==> src/rtl/uart_rx_pkg.sv <==
// Shared definitions for the UART receiver.
//
// Contents:
//   MIN_BIT_PERIOD, MIN_DATA_SIZE, MAX_DATA_SIZE  configuration limits
//   rx_timer_state_t                              bit-timer FSM encoding
//   clamp_data_size()                             folds data_size into 5..8
package uart_rx_pkg;

  localparam int MIN_BIT_PERIOD = 4;
  localparam int MIN_DATA_SIZE  = 5;
  localparam int MAX_DATA_SIZE  = 8;

  typedef enum logic [1:0] {
    IDLE  = 2'd0,
    COUNT = 2'd1,
    DONE  = 2'd2
  } rx_timer_state_t;

  // 0..4 -> 5, 9..15 -> 8, anything else passes through.
  function automatic logic [3:0] clamp_data_size(input logic [3:0] ds);
    logic [3:0] result;
    result = ds;
    if (ds < 4'(MIN_DATA_SIZE)) begin
      result = 4'(MIN_DATA_SIZE);
    end else if (ds > 4'(MAX_DATA_SIZE)) begin
      result = 4'(MAX_DATA_SIZE);
    end
    return result;
  endfunction

endpackage

==> src/rtl/rx_bit_timer_flex_counter.sv <==
// flex_counter: generic up-counter with synchronous clear and programmable
// rollover value.
//
// Ports:
//   clk            system clock
//   rst            synchronous active-high reset, count -> 0
//   clear          synchronous clear, count -> 0 (beats count_enable)
//   count_enable   advance the count this cycle
//   rollover_val   last value before wrapping; the count wraps to 1
//   count_out      current count
//   rollover_flag  high while count_out equals rollover_val
module flex_counter #(
  parameter int WIDTH = 4
) (
  input  logic             clk,
  input  logic             rst,
  input  logic             clear,
  input  logic             count_enable,
  input  logic [WIDTH-1:0] rollover_val,
  output logic [WIDTH-1:0] count_out,
  output logic             rollover_flag
);

  logic [WIDTH-1:0] count_q;
  logic [WIDTH-1:0] count_d;

  always_comb begin
    count_d = count_q;
    if (clear) begin
      count_d = '0;
    end else if (count_enable) begin
      if (count_q == rollover_val) begin
        count_d = WIDTH'(1);
      end else begin
        count_d = count_q + WIDTH'(1);
      end
    end
  end

  always_ff @(posedge clk) begin
    if (rst) begin
      count_q <= '0;
    end else begin
      count_q <= count_d;
    end
  end

  assign count_out     = count_q;
  // Decoded from the registered count, so it is a clean state output.
  assign rollover_flag = (count_q == rollover_val);

endmodule

==> src/rtl/rx_bit_timer.sv <==
// rx_bit_timer: bit-timing stage of the UART receiver.
//
// Generates mid-bit sample strobes for the shift register while the control
// FSM holds enable_timer high. Bit period and data size are snapshotted on the
// first enabled cycle (cycle 0) so config writes cannot disturb a frame.
//
// Ports:
//   clk            system clock
//   rst            synchronous active-high reset
//   enable_timer   from control FSM, high for the whole data phase
//   bit_period     clocks per bit (values below 4 behave as 4)
//   data_size      data bits per frame (clamped into 5..8)
//   shift_strobe   1-cycle pulse: sample serial_in now
//   packet_done    1-cycle pulse coincident with the final strobe
//   bit_index      strobes issued so far this frame
//   busy           high while in COUNT
//   parity_strobe  present only with RX_TIMER_PARITY_EN defined; pulses
//                  with the strobe that samples the parity bit
//
// Build option: RX_TIMER_PARITY_EN adds a parity bit to the frame
// (N = ds + 2 strobes instead of ds + 1) and the parity_strobe port.
module rx_bit_timer
  import uart_rx_pkg::*;
#(
  parameter int BP_WIDTH  = 14,
  parameter int CNT_WIDTH = 4
) (
  input  logic                 clk,
  input  logic                 rst,
  input  logic                 enable_timer,
  input  logic [BP_WIDTH-1:0]  bit_period,
  input  logic [3:0]           data_size,
  output logic                 shift_strobe,
  output logic                 packet_done,
  output logic [CNT_WIDTH-1:0] bit_index,
`ifdef RX_TIMER_PARITY_EN
  output logic                 parity_strobe,
`endif
  output logic                 busy
);

  // One extra bit so bp + (bp >> 1) always fits.
  localparam int PH_WIDTH = BP_WIDTH + 1;

  rx_timer_state_t      state_q, state_d;
  logic [BP_WIDTH-1:0]  bp_q, bp_d;
  logic [CNT_WIDTH-1:0] n_q, n_d;
  logic [3:0]           ds_clamped;
  logic                 cycle0;

  logic [PH_WIDTH-1:0]  phase_cnt;
  logic [PH_WIDTH-1:0]  phase_rollover;
  logic [PH_WIDTH-1:0]  first_rollover;
  logic                 phase_flag;
  logic                 phase_clear;

  logic [CNT_WIDTH-1:0] bit_cnt;
  logic                 bit_flag;
  logic                 bit_clear;
  logic                 bit_advance;

  logic                 in_count;
  logic                 last_strobe;

  assign in_count   = (state_q == COUNT);
  assign cycle0     = (state_q == IDLE) && enable_timer;
  assign ds_clamped = clamp_data_size(data_size);

  // Config snapshot: loaded only in cycle 0, held for the rest of the frame.
  always_comb begin
    bp_d = bp_q;
    n_d  = n_q;
    if (cycle0) begin
      if (bit_period < BP_WIDTH'(MIN_BIT_PERIOD)) begin
        bp_d = BP_WIDTH'(MIN_BIT_PERIOD);
      end else begin
        bp_d = bit_period;
      end
`ifdef RX_TIMER_PARITY_EN
      n_d = CNT_WIDTH'(ds_clamped) + CNT_WIDTH'(2);
`else
      n_d = CNT_WIDTH'(ds_clamped) + CNT_WIDTH'(1);
`endif
    end
  end

  // The phase counter reads phase k-1 in frame cycle k (it is cleared at the
  // cycle-0 edge), and after a wrap it restarts at 1. So the first strobe,
  // due at cycle bp + bp/2, needs a rollover one below that; every later
  // strobe is a full wrap of 1..bp.
  assign first_rollover = {1'b0, bp_q} + PH_WIDTH'(bp_q >> 1) - PH_WIDTH'(1);
  assign phase_rollover = (bit_cnt == '0) ? first_rollover : {1'b0, bp_q};
  assign phase_clear    = !in_count || !enable_timer;

  flex_counter #(
    .WIDTH (PH_WIDTH)
  ) u_phase_counter (
    .clk           (clk),
    .rst           (rst),
    .clear         (phase_clear),
    .count_enable  (1'b1),
    .rollover_val  (phase_rollover),
    .count_out     (phase_cnt),
    .rollover_flag (phase_flag)
  );

  // The bit counter clears in cycle 0 and on any disabled cycle; the flag
  // (count == N) blocks any further advance so it saturates at N.
  assign bit_clear   = (state_q == IDLE) || !enable_timer;
  assign bit_advance = shift_strobe && !bit_flag;

  flex_counter #(
    .WIDTH (CNT_WIDTH)
  ) u_bit_counter (
    .clk           (clk),
    .rst           (rst),
    .clear         (bit_clear),
    .count_enable  (bit_advance),
    .rollover_val  (n_q),
    .count_out     (bit_cnt),
    .rollover_flag (bit_flag)
  );

  // Strobes are decoded from registered state; only enable_timer reaches
  // the pulse outputs combinationally, so a dropped enable kills them at once.
  assign shift_strobe = in_count && phase_flag && enable_timer;
  assign last_strobe  = (bit_cnt == n_q - CNT_WIDTH'(1));
  assign packet_done  = shift_strobe && last_strobe;

`ifdef RX_TIMER_PARITY_EN
  // Parity is the strobe just before the stop bit (pre-increment index == ds).
  assign parity_strobe = shift_strobe && (bit_cnt == n_q - CNT_WIDTH'(2));
`endif

  assign bit_index = bit_cnt;
  assign busy      = in_count;

  always_comb begin
    state_d = state_q;
    if (!enable_timer) begin
      state_d = IDLE;
    end else begin
      case (state_q)
        IDLE:    state_d = COUNT;
        COUNT:   if (packet_done) state_d = DONE;
        DONE:    state_d = DONE;
        default: state_d = IDLE;
      endcase
    end
  end

  always_ff @(posedge clk) begin
    if (rst) begin
      state_q <= IDLE;
      bp_q    <= '0;
      n_q     <= '0;
    end else begin
      state_q <= state_d;
      bp_q    <= bp_d;
      n_q     <= n_d;
    end
  end

endmodule
==> config.mk <==
export PLATFORM = sky130hd
export DESIGN_NAME = rx_bit_timer
export DESIGN_NICKNAME = d
export VERILOG_FILES = /design/src/rtl/uart_rx_pkg.sv /design/src/rtl/rx_bit_timer_flex_counter.sv /design/src/rtl/rx_bit_timer.sv
export SDC_FILE = /design/constraint.sdc
export NUM_CORES = 1
export LEC_CHECK = 0
export CORE_UTILIZATION = 45
export DETAILED_ROUTE_END_ITERATION = 8
export GPL_ROUTABILITY_DRIVEN = 0
export REMOVE_ABC_BUFFERS = 1
export SYNTH_ARGS = -nofsm -noshare
export SYNTH_HDL_FRONTEND = slang
export SYNTH_SLANG_ARGS = --single-unit
==> constraint.sdc <==
create_clock -name clk -period 8.9 [get_ports clk]
set_input_delay 2.67 -clock clk [delete_from_list [all_inputs] [get_ports clk]]
set_output_delay 2.67 -clock clk [all_outputs]
set_load 0.02 [all_outputs]
# [After elaboration in Yosys (flattened, before gate mapping)]
# Cells that the tools add are included.
[op_classes] mux=8 add_sub_neg=6 n_bitwise=1 magnitude_cmp=3 reduce_logical=16 eq_ne=6
[op_table] cell="adder 14 x 13 -> 15 bit" count=1
[op_table] cell="adder 15 x 1 -> 15 bit (second input constant)" count=1
[op_table] cell="equality test 15 bit" count=1
[op_table] cell="2-to-1 mux 15 bit" count=1
[op_table] cell="subtractor 15 x 1 -> 15 bit (second input constant)" count=1
[op_table] cell="less-than comparator 14 x 3 -> 1 bit (second input constant)" count=1
[op_table] cell="2-to-1 mux 14 bit" count=1
[op_table] cell="2-to-1 mux 4 bit" count=3
[op_table] cell="adder 4 x 1 -> 4 bit (second input constant)" count=2
[op_table] cell="equality test 4 bit" count=2
[op_table] cell="one-hot mux 2 bit (3 select lines)" count=1
[op_table] cell="OR reduction 2 bit" count=3
[op_table] cell="logical AND 1 bit" count=5
[op_table] cell="> comparator 4 bit (second input constant)" count=1
[op_table] cell="logical NOT 4 bit" count=1
[op_table] cell="less-than comparator 4 x 3 -> 1 bit (second input constant)" count=1
[op_table] cell="subtractor 4 x 1 -> 4 bit (second input constant)" count=1
[op_table] cell="logical NOT 1 bit" count=3
[op_table] cell="OR reduction 3 bit" count=1
[op_table] cell="equality test 2 x 1 -> 1 bit (second input constant)" count=1
[op_table] cell="equality test 2 bit (second input constant)" count=1
[op_table] cell="logical NOT 2 bit" count=1
[op_table] cell="logical OR 1 bit" count=2
[op_table] cell="2-to-1 mux 2 bit" count=1
[op_table] cell="3 further kinds" count=3
[word_totals] input_bits=21 out_inout_bits=7 regBits=39

# [Longest topological paths before layout]
# Gate-level depths: netlist of the first run.
[logic_depth] ltp_word=9 depth_mapped=15 ltp_nobuf=14

# [By module]
# From an unflattened synthesis of the first run, not the netlist that was laid out.
[unflattened] cells_unflattened=397 area_unflattened_um2=3170.5
[modules_own_cells] mod="rx_bit_timer" area_each_um2=1993.2 cells_per_inst=276 n_inst=1 seq_area_each_um2=400.4
[modules_own_cells] mod="flex_counter at u_phase_counter" area_each_um2=887.1 cells_per_inst=94 n_inst=1 seq_area_each_um2=300.3
[modules_own_cells] mod="flex_counter at u_bit_counter" area_each_um2=290.3 cells_per_inst=27 n_inst=1 seq_area_each_um2=80.1

# [Worst setup path after synthesis of the first run]
# Ideal clock, no wire load.
[synth_path] path_kind="input to output" start="input enable_timer" end="output packet_done" stages=3 t_arrival_ps=3384 path_buffers=0 setup_slack_ps=2846 cell_sequence="nand2_1 nor4_1 and3_1"
[synth_between] elab_chain_len=2
[synth_rtl] item="start, declared" line_no="rx_bit_timer.sv:30" source="input logic enable_timer,"
[synth_rtl] item="logical AND 1 bit" line_no="rx_bit_timer.sv:126" source="assign shift_strobe = in_count && phase_flag && enable_timer;"
[synth_rtl] item="logical AND 1 bit" line_no="rx_bit_timer.sv:128" source="assign packet_done = shift_strobe && last_strobe;"
[synth_rtl] item="end, declared" line_no="rx_bit_timer.sv:34" source="output logic packet_done,"
# No other way between the ends.

# [Worst setup path in the final report of the first run]
# Same ends and word-level chain as after synthesis.

==> results of run 1 <==
flip-flops by register name, indices dropped and copies added, names as in the netlist:
name,flops
state_q,2
bp_q,14
u_bit_counter.count_out,4
n_q,4
u_phase_counter.count_out,15
per-stage QoR:
step           worst slack [ns]  cells  cell area (um^2)  util, %  total power [mW]
3_5_place_dp               1.69    521              3500     51.5             0.423
2_1_floorplan              2.85    398              3110        -             0.368
5_1_grt                    1.56    529              3610     53.2             0.609
6_report                   1.64    529              3610     53.2             0.569
3_3_place_gp               1.77    521              3500     51.5             0.419
4_1_cts                    1.69    529              3610     53.2             0.572
routing by layer:
layer  share of wire [%]  global-route usage, %  vias up
met4                 1.5                   5.45        0
met5                   0                      0        -
met1                  50                   28.0     1257
met2                  45                   33.8       43
li1                    -                      -     1436
met3                 3.2                   3.18        9
report_power, final:
part / switching [mW] / internal [mW]
Combinational: 0.131 / 0.101
Sequential: 0.00753 / 0.181
Clock: 0.0643 / 0.0835
final cells by class:
type	instances	area [um^2]
fill	686	3180
multi-input combinational	308	2140
sequential	39	781
timing repair buffer	27	270
inverter	51	191
tap	96	120
clock buffer	5	68.8
clock inverter	3	43.8
layout by cell type, fill, tap and decap left out, drive strengths merged, types with 3 or more instances in the layout:
cell	Yosys	layout
nand2	54	54
inv	51	51
dfxtp	39	39
nor2	36	36
ha	33	33
xnor2	31	31
a21oi	28	28
clkdlybuf4s50	0	27
xor2	15	15
nand3	10	10
nand4	10	10
o21ai	9	9
mux2i	7	7
nor4	7	7
nor3	6	6
and3	6	6
nor2b	5	5
a211oi	5	5
clkbuf	12	5
nand2b	4	4
a31oi	3	3
a22oi	3	3
and2	3	3
cell families (layout without fill, tap and decap cells):
family	count (synthesis)	after routing	synth area share (%)
AND/OR/NAND/NOR	146	146	22.1
buffers and inverters	66	86	8.26
flip-flops	39	39	24.5
multiplexers	8	8	2.56
XOR/XNOR	47	47	13.4
AO/OA/AOI/OAI	72	72	14.9
adder cells (fa/ha/maj)	35	35	14.2
worst register-to-register path, cell delays in order (launching register included):
cell	delay, ns
dfxtp_1	0.37
inv_1	0.08
ha_1	0.27
inv_1	0.04
ha_1	0.22
fa_1	0.42
a211oi_1	0.29
nor2_1	0.11
xnor2_1	0.21
o221ai_1	0.15
nor4_1	0.26
nand4_1	0.19
nor4_4	0.49
a211o_2	0.37
nor2_1	0.08
worst paths after layout:
check,from,endpoint,cells after the start
setup / recovery,enable_timer,packet_done,5
hold / removal,state_q[1]$_SDFFE_PP0P_,state_q[1]$_SDFFE_PP0P_,2
setup reg to reg,bp_q[1]$_SDFFE_PP0P_,u_phase_counter.count_out[3]$_SDFF_PP0_,14
hold reg to reg,state_q[1]$_SDFFE_PP0P_,state_q[1]$_SDFFE_PP0P_,2
==> results summary, run 1 <==
The flow ran to the end, and the final reports show no timing, DRC or antenna violations. The cell that appears most often on the critical path is clkdlybuf4s50_1. The routed design has 7120 um of wire. Synthesis handed over a netlist of 413 instances. Setup violations remaining at the end of the flow were counted as 0.

The average wire per cell in the routed design is 13.5 um. On the critical path the largest part of the delay comes from buffers and inverters. Along the worst path, the maximum fanout reaches 6.

For the worst setup path, the data arrival time is 4.59 ns. For this configuration, the core starts out at a cell density of 46.8%. Dividing the synthesized area by the synthesized cell count gives 7.70 um^2. The most instantiated library cell after synthesis is nand2_1.

Hold is met by 0.467 ns. The number of hold violations in the final report came out at 0. The source-to-sink clock delay at the later pin of the worst-skew pair is 0.29 ns.

For this run, design rule violations remaining after detail routing come to 0. The initial antenna violation count came out at 0. In this run the horizontal extent of the chip is 86.1 um. TritonCTS built the clock tree.

The number of detailed-route iterations in the first pass came out at 4. STA puts the critical path data required time at 6.23 ns. Across all layers, the routed design uses 2745 vias. After synthesis, the most frequently instantiated cells are 54 x nand2_1, 51 x inv_1, 39 x dfxtp_1. The power per cell area is 157 nW/um^2. The number of buffers and inverters on the critical path came out at 2. Post-CTS repair changed the size of 0 cells. The number of global-route vias before repair is 2553. Dividing the detail-routed via count by the number of cells gives 5.19. The overall die height came out at 86.1 um. The max-slew headroom at the worst pin is 37.4%. The post-CTS setup buffer count is 0. Sorting the synthesized cells by area gives the leading types as dfxtp_1 25%, ha_1 13%, xnor2_1 8.5%, nand2_1 6.4%, inv_1 6.0%.

The cts-stage hold buffer count came out at 0. The clock input transition at the sequential cells of the worst setup and hold paths is 0.09 ns. The post-route antenna net violation count is 0. The wire length of the first global-routing pass came out at 12100 um. The area of the die is 7410 um^2. The post-synthesis sequential area ratio came out at 24.5%. Entering global routing, the biggest net connects 22 pins. The count of distinct cell types in the synthesized netlist came out at 53. Traced cell by cell, the critical path runs through clkdlybuf4s50_1, nand2_1, nor4_1, and3_1, clkdlybuf4s50_1. At the end of the flow, the number of nets in the layout was 488. In this run the clock root is driven by a clkbuf_8.

The async set or reset register ratio after synthesis is 0%. The achievable frequency came out at 138 MHz. The worst setup path is captured at an output port. The post-synthesis to final-layout area growth came out at 13.6%.

The setup slack on the worst flop-to-flop path came out at 5.24 ns. For this run the aggregate overflow at the end of global routing stands at 0. The standard cell core area is 6790 um^2. In the final timing run, aggregate negative setup slack is 0 ns.

In the synthesized netlist the dominant register cell turns out to be dfxtp_1. The CTS buffer count is 5. The flop and latch count out of synthesis came out at 39. The global routing usage summed across all routing layers came out at 20.6%. The worst path needs 7.26 ns of the cycle, external delays included. The worst-case IR drop observed on VDD is 108 uV. The worst hold path belongs to the class reg2reg. The number of flops mapped to enable cells by yosys came out at 0. The number of antenna cells inserted is 0. Among all stages on the critical path, the largest delay is contributed by clkdlybuf4s50_1. The final worst clock skew came out at 0.0151 ns.

The H-tree level count is 2. The count of synthesis-stage warnings from yosys is 0. At the pin with the least slew margin, the transition time is 0.935 ns. The number of max-cap violations came out at 0. The I/O pin count is 28. The area of the mapped netlist came out at 3180 um^2. The number of buffers on the longest clock path came out at 2. STA classifies the critical path startpoint as a primary input. Setup repair after global routing left no endpoint under its margin. The fraction of final layout cells with drive strength greater than 1 is 3.93%. The total leakage power is 1.41 nW. The HPWL after detailed placement is 5720 um. Port buffering added 27 buffers.

The synthesized design spends more area on one cell type than any other, namely dfxtp_1. The first-iteration detailed-routing DRC count is 85. The worst setup path is of the in2out kind.

The post-route clock period utilization came out at 81.5%. The proportion of netlist area held by the largest area contributor is 24.5%. The total number of placement rows is 30.

The max-slew violation total from the final report came out at 0. The number of clock sinks came out at 39. The largest stage delay on the critical path came out at 0.59 ns.
Note: power is estimated with default switching activity, not from simulation.
==> inputs of run 2 (changes only) <==
- clock period: 8.9 -> 6.7 ns (I/O delays scaled with it)
==> results summary, run 2 (synthesized netlist as in run 1, its figures left out) <==
The run finished with clean final reports. The internal power component came out at 495 uW (+36%). The data arrival time of the worst path came to 4.14 ns (-0.45 ns).

The switching portion of total power came to 35.0% (-0.71 points). The HPWL after detailed placement came out at 5670 um (-0.87%). The via count came out at 2788 (+1.6%). The transition time at the pin with the least slew margin came to 0.935 ns (-0.0000752 ns). The die span in x is 86.1 um (unchanged). The pin count of the biggest net entering global routing is 22 (unchanged). For hold timing, the worst endpoint is bp_q[9]$_SDFFE_PP0P_. The area of the die is 7410 um^2 (unchanged).

The overall die height is 86.1 um (unchanged). Clock tree synthesis selected as its root buffer the cell clkbuf_8. The source-to-sink clock delay at the later pin of the worst-skew pair came to 0.29 ns (about the same). The number of hold violations in the final report is 0 (unchanged). The largest stage delay on the critical path came out at 0.61 ns (+0.02 ns). The clock power share is 26.6% (+0.6 points).

The effective utilization at floorplan came out at 46.8% (unchanged). The capturing element type of the critical path is an output port. The vias per cell came out at 5.27 (+1.6%). The worst register-to-register path begins at bp_q[1]$_SDFFE_PP0P_. TritonCTS built the clock tree. The total number of placement rows was 30 (unchanged).

The wire length of the first global-routing pass was 12100 um (+0.23%). The max-slew violation total from the final report came out at 0 (unchanged). The origin of the worst min-delay path is bp_q[9]$_SDFFE_PP0P_. The worst register-to-register path ends at u_phase_counter.count_out[3]$_SDFF_PP0_. The H-tree level count is 2 (unchanged). The standard cell area after detailed placement is 3500 um^2 (unchanged). The setup slack on the worst flop-to-flop path is 3.13 ns (-2.11 ns). The number of buffers on the longest clock path was 2 (unchanged). The number of detailed-route iterations in the first pass came to 5 (+1).

The worst path in the final design needs a cycle of 6.15 ns, including I/O delays and setup. The post-detailed-routing wire length came out at 7110 um (-0.13%). The number of clock sinks came out at 39 (unchanged). The average wire per cell in the routed design is 13.4 um (-0.13%).

The cts-stage hold buffer count came out at 0 (unchanged). The cell count of the worst hold path came to 2 (unchanged). The number of global-route vias before repair is 2627 (+2.9%). The initial antenna violation count is 0 (unchanged). The sequential share of power is 32.8% (-0.4 points). The tightest min-delay check is of the reg2reg type.

The critical path required time is 4.69 ns (-1.54 ns). The cell family contributing the most delay on the critical path is simple AND/OR/NAND/NOR gates. The logic depth of the worst path, buffers included came to 15 (+10). The critical path in this run is classified as reg2out. The commonest non-fill, non-tap cell in the layout is nand2_1. The post-CTS setup buffer count is 0 (unchanged). The post-route antenna net violation count is 0 (unchanged).

The post-synthesis to final-layout area growth came out at 13.7%. The global routing usage summed across all routing layers came to 20.6% (about the same). In the finished design, the share of the clock period the worst path needs comes to 91.8%. In the layout the commonest cells are 54 x nand2_1, 51 x inv_1, 39 x dfxtp_1. Traced cell by cell, the critical path runs through inv_1, ha_1, inv_1, ha_1, fa_1, a211oi_1, nor2_1, xnor2_1, o221ai_1, nor4_1, nand4_1, nor4_4, nand2_1, nor2_1, clkdlybuf4s50_1. The net count of the finished layout is 488 (unchanged). The reported net switching power is 267 uW (+31%). The final worst clock skew was 0.0120 ns (-0.00306 ns). The worst-case reg-to-reg path depth is 14 (unchanged). The flip-flop count of the largest register after layout came to 15 (unchanged). The post-route cell area came to 3620 um^2 (+0.14%). Setup repair after global routing left no endpoint under its margin. The max-slew headroom at the worst pin came to 37.4% (about the same). The number of buffers added on ports is 27 (unchanged).

The maximum resistive drop on vdd came out at 101 uV (-6.6%). The fraction of final layout cells with drive strength greater than 1 is 3.93% (unchanged). The final setup violation count came out at 0 (unchanged). The number of antenna cells inserted is 0 (unchanged). The standard cell core area is 6790 um^2 (unchanged). The CTS buffer count is 5 (unchanged). The achievable frequency is 163 MHz. The maximum fanout encountered on the critical timing path came out at 7 (+1). The number of design rule violations left after detail routing came out at 0 (unchanged). The slowest stage of the critical path is the clkdlybuf4s50_1 cell. The first-iteration detailed-routing DRC count came out at 113 (+33%). The total leakage power came out at 1.41 nW (+0.22%). The logic gate share of total power was 40.5% (-0.3 points).

The kind of launch point of the worst setup path is a register. The overflow left after global routing is 0 (unchanged). The setup TNS after final layout came out at 0 ns (unchanged). The power per cell area is 211 nW/um^2 (+34%). The number of buffers and inverters on the critical path is 3 (+1). The number of max-cap violations is 0 (unchanged).

The I/O pin count is 28 (unchanged). The number of gates given a new drive strength after cts is 0 (unchanged). The clock input transition at the sequential cells of the worst setup and hold paths is 0.07 ns (-0.02 ns).
==> run 2: tightest hold or removal path: stages, from the launching register on <==
cell     delay (ns)
dfxtp_1        0.32
nand2_1        0.05
a21oi_1        0.05
==> run 2: stage by stage <==
stage / cells / hold WS [ns] / utilization (%) / setup slack [ns] / total power [mW]
after floorplan: 398 / 0.430 / - / 1.60 / 0.489
after global placement: 521 / 0.446 / 51.5 / 0.895 / 0.559
after detailed placement: 521 / 0.460 / 51.5 / 0.816 / 0.560
after CTS: 529 / 0.471 / 53.2 / 0.511 / 0.762
after global routing: 529 / 0.493 / 53.2 / 0.251 / 0.815
final: 529 / 0.468 / 53.2 / 0.549 / 0.762
==> run 2: how the worst max path moves through the flow <==
stage                                     from            to  slack [ns]
after CTS                 bp_q[1]$_SDFFE_PP0P_  shift_strobe        0.51
after global placement            enable_timer   packet_done        0.89
after detailed placement          enable_timer   packet_done        0.82
after global routing      bp_q[1]$_SDFFE_PP0P_  shift_strobe        0.25
final                     bp_q[1]$_SDFFE_PP0P_  shift_strobe        0.55
after floorplan           bp_q[1]$_SDFFE_PP0P_  shift_strobe        1.60
==> run 2: area by class of cell <==
class | instances | area, um^2
Clock buffer | 6 | 82.6
Clock inverter | 2 | 35.0
Fill cell | 692 | 3180
Inverter | 51 | 191
Multi-Input combinational cell | 308 | 2140
Sequential cell | 39 | 781
Tap cell | 96 | 120
Timing Repair Buffer | 27 | 270
==> run 2: routing by layer <==
metal	wire length [um]	track usage [%]	part of all wire, %
met5	0	0	0
met4	112	6.36	1.6
met3	250	2.79	3.5
met2	3120	32.8	44
met1	3620	28.8	51
==> run 2: power groups by stage <==
stage,sequential (mW),clock (mW),combinational [mW]
floorplan,0.253,0,0.236
global placement,0.255,0,0.304
detailed placement,0.256,0,0.304
CTS,0.250,0.206,0.306
global route,0.252,0.217,0.346
finish,0.250,0.203,0.309
==> inputs of run 3 (changes only) <==
==> constraint.sdc (replaced) <==
create_clock -name clk -period 7.1 [get_ports clk]
set_input_delay 2.13 -clock clk [delete_from_list [all_inputs] [get_ports clk]]
set_output_delay 2.13 -clock clk [all_outputs]
set_load 0.1 [all_outputs]
==> results summary, run 3 (synthesized netlist as in run 1, its figures left out) <==
The critical path required time is 4.97 ns (+0.28 ns). The post-route antenna net violation count came out at 0 (unchanged). The number of antenna cells inserted is 0 (unchanged).

The final setup violation count came out at 0 (unchanged). The maximum fanout encountered on the critical timing path is 7 (unchanged). The final worst clock skew came out at 0.0108 ns (-0.00118 ns). The first-iteration detailed-routing DRC count is 98 (-13%). The number of max-cap violations was 0 (unchanged).

The commonest non-fill, non-tap cell in the layout is nand2_1. The clock period minus final worst setup slack is 6.02 ns. The number of buffers on the longest clock path came out at 2 (unchanged). The number of clock sinks came out at 39 (unchanged).

The worst min-delay path category is reg2reg. The HPWL after detailed placement is 5610 um (-1.2%). The transition time at the pin with the least slew margin is 0.977 ns (+0.0424 ns). The number of design rule violations left after detail routing came to 0 (unchanged).

The post-detailed-routing wire length came out at 7020 um (-1.3%). The max-slew violation total from the final report is 0 (unchanged). The flip-flop count of the largest register after layout is 15 (unchanged). The achievable frequency came out at 166 MHz. The power per cell area came out at 197 nW/um^2 (-6.4%). The total leakage power came out at 1.42 nW (+0.37%). The critical path is of the reg2out type.

Setup repair after global routing left no endpoint under its margin. The source-to-sink clock delay at the later pin of the worst-skew pair is 0.29 ns (about the same). The average wire per cell in the routed design came out at 13.2 um (-1.5%). The capturing element type of the critical path is an output port.

The worst setup path is launched from a register. The pin count of the biggest net entering global routing is 22 (unchanged). The wire length of the first global-routing pass came to 12100 um (about the same). The number of gates given a new drive strength after cts is 0 (unchanged). The total placed cells including tap cells came out at 522 (+0.19%). The final setup slack of the worst path is 1.08 ns (+0.529 ns). The setup TNS after final layout is 0 ns (unchanged). The standard cell area after detailed placement came out at 3500 um^2 (about the same). The pre-CTS setup slack is 1.29 ns (+0.473 ns).

The data arrival time of the worst path is 3.89 ns (-0.25 ns). The initial antenna violation count came out at 0 (unchanged). The number of detailed-route iterations in the first pass came out at 4 (-1). The vias per cell is 5.19 (-1.5%).

The post-synthesis to final-layout area growth came out at 13.7% (about the same). The overall die height is 86.1 um (unchanged). The overflow left after global routing is 0 (unchanged). The CTS buffer count was 5 (unchanged). The via count is 2751 (-1.3%). The H-tree level count came to 2 (unchanged). The total number of placement rows is 30 (unchanged). The fraction of final layout cells with drive strength greater than 1 was 4.61% (+0.68 points).

The number of buffers added on ports came to 27 (unchanged). The final instance count without filler cells is 530 (+0.19%). The number of global-route vias before repair is 2638 (+0.42%). The cts-stage hold buffer count came out at 0 (unchanged). The net count of the finished layout came out at 489 (+0.20%).

In the layout the commonest cells are 54 x nand2_1, 51 x inv_1, 39 x dfxtp_1. The post-CTS setup buffer count is 0 (unchanged). The number of hold violations in the final report came out at 0 (unchanged). The clock input transition at the sequential cells of the worst setup and hold paths is 0.07 ns (about the same). The area of the die came out at 7410 um^2 (unchanged). The maximum resistive drop on vdd came out at 123 uV (+22%). TritonCTS built the clock tree. The global routing usage summed across all routing layers came out at 20.5% (-0.032 points). The standard cell core area is 6790 um^2 (unchanged). The post-route cell area is 3610 um^2 (about the same). Dividing the final minimum period by the clock period gives 84.8%. The I/O pin count is 28 (unchanged). The run finished with clean final reports. The max-slew headroom at the worst pin came out at 34.6% (-2.8 points). The die span in x is 86.1 um (unchanged). The share of the core filled with cells is 53.2% (about the same). The effective utilization at floorplan came out at 46.8% (unchanged). The root buffer cell is clkbuf_8.
run 3: cell count changes in the layout (fill, tap and decap cells not counted), sizes merged:
cell and delta:
buf +3, clkdlybuf4s50 -2, clkinv +1, clkbuf -1
run 3: per-layer routing:
layer  vias up  track usage (%)  part of all wire (%)  routed length [um]
met3         8             3.08                   4.3                 305
met5         -                0                     0                   0
met2        55             32.8                    44                3090
li1       1437                -                     -                   -
met1      1251             28.7                    50                3520
met4         0             5.76                   1.5                 106
run 3: cell type report:
| class | instances | area [um^2] |
|---|---|---|
| Tap cell | 96 | 120 |
| Inverter | 51 | 191 |
| Multi-Input combinational cell | 308 | 2140 |
| Clock buffer | 5 | 68.8 |
| Sequential cell | 39 | 781 |
| Clock inverter | 3 | 43.8 |
| Fill cell | 682 | 3180 |
| Timing Repair Buffer | 28 | 273 |
run 3: worst paths after layout:
check / from / end / slack [ns] / cells past startpoint
max: bp_q[1]$_SDFFE_PP0P_ / shift_strobe / 1.08 / 15
min: bp_q[9]$_SDFFE_PP0P_ / bp_q[9]$_SDFFE_PP0P_ / 0.46 / 2
max reg2reg: bp_q[1]$_SDFFE_PP0P_ / u_phase_counter.count_out[2]$_SDFF_PP0_ / 3.48 / 14
min reg2reg: bp_q[9]$_SDFFE_PP0P_ / bp_q[9]$_SDFFE_PP0P_ / 0.46 / 2
run 3: critical path, stage by stage (launching register included):
cell and delay, ns:
dfxtp_1 0.37, inv_1 0.08, ha_1 0.28, inv_1 0.05
ha_1 0.22, fa_1 0.41, a211oi_1 0.29, nor2_1 0.10
xnor2_1 0.19, o221ai_1 0.14, nor4_1 0.24, nand4_1 0.18
nor4_4 0.50, nand2_1 0.14, nor2_1 0.12, buf_4 0.30
run 3: metrics by stage:
stage / hold WS [ns] / power, mW
2_1_floorplan: 0.430 / 0.464
3_3_place_gp: 0.446 / 0.529
3_5_place_dp: 0.448 / 0.532
4_1_cts: 0.459 / 0.718
5_1_grt: 0.490 / 0.765
6_report: 0.461 / 0.713
run 3: power by group:
part	switching (mW)	total (mW)	internal, mW
logic	0.167	0.293	0.126
clock network	0.0783	0.183	0.105
registers	0.00929	0.236	0.227
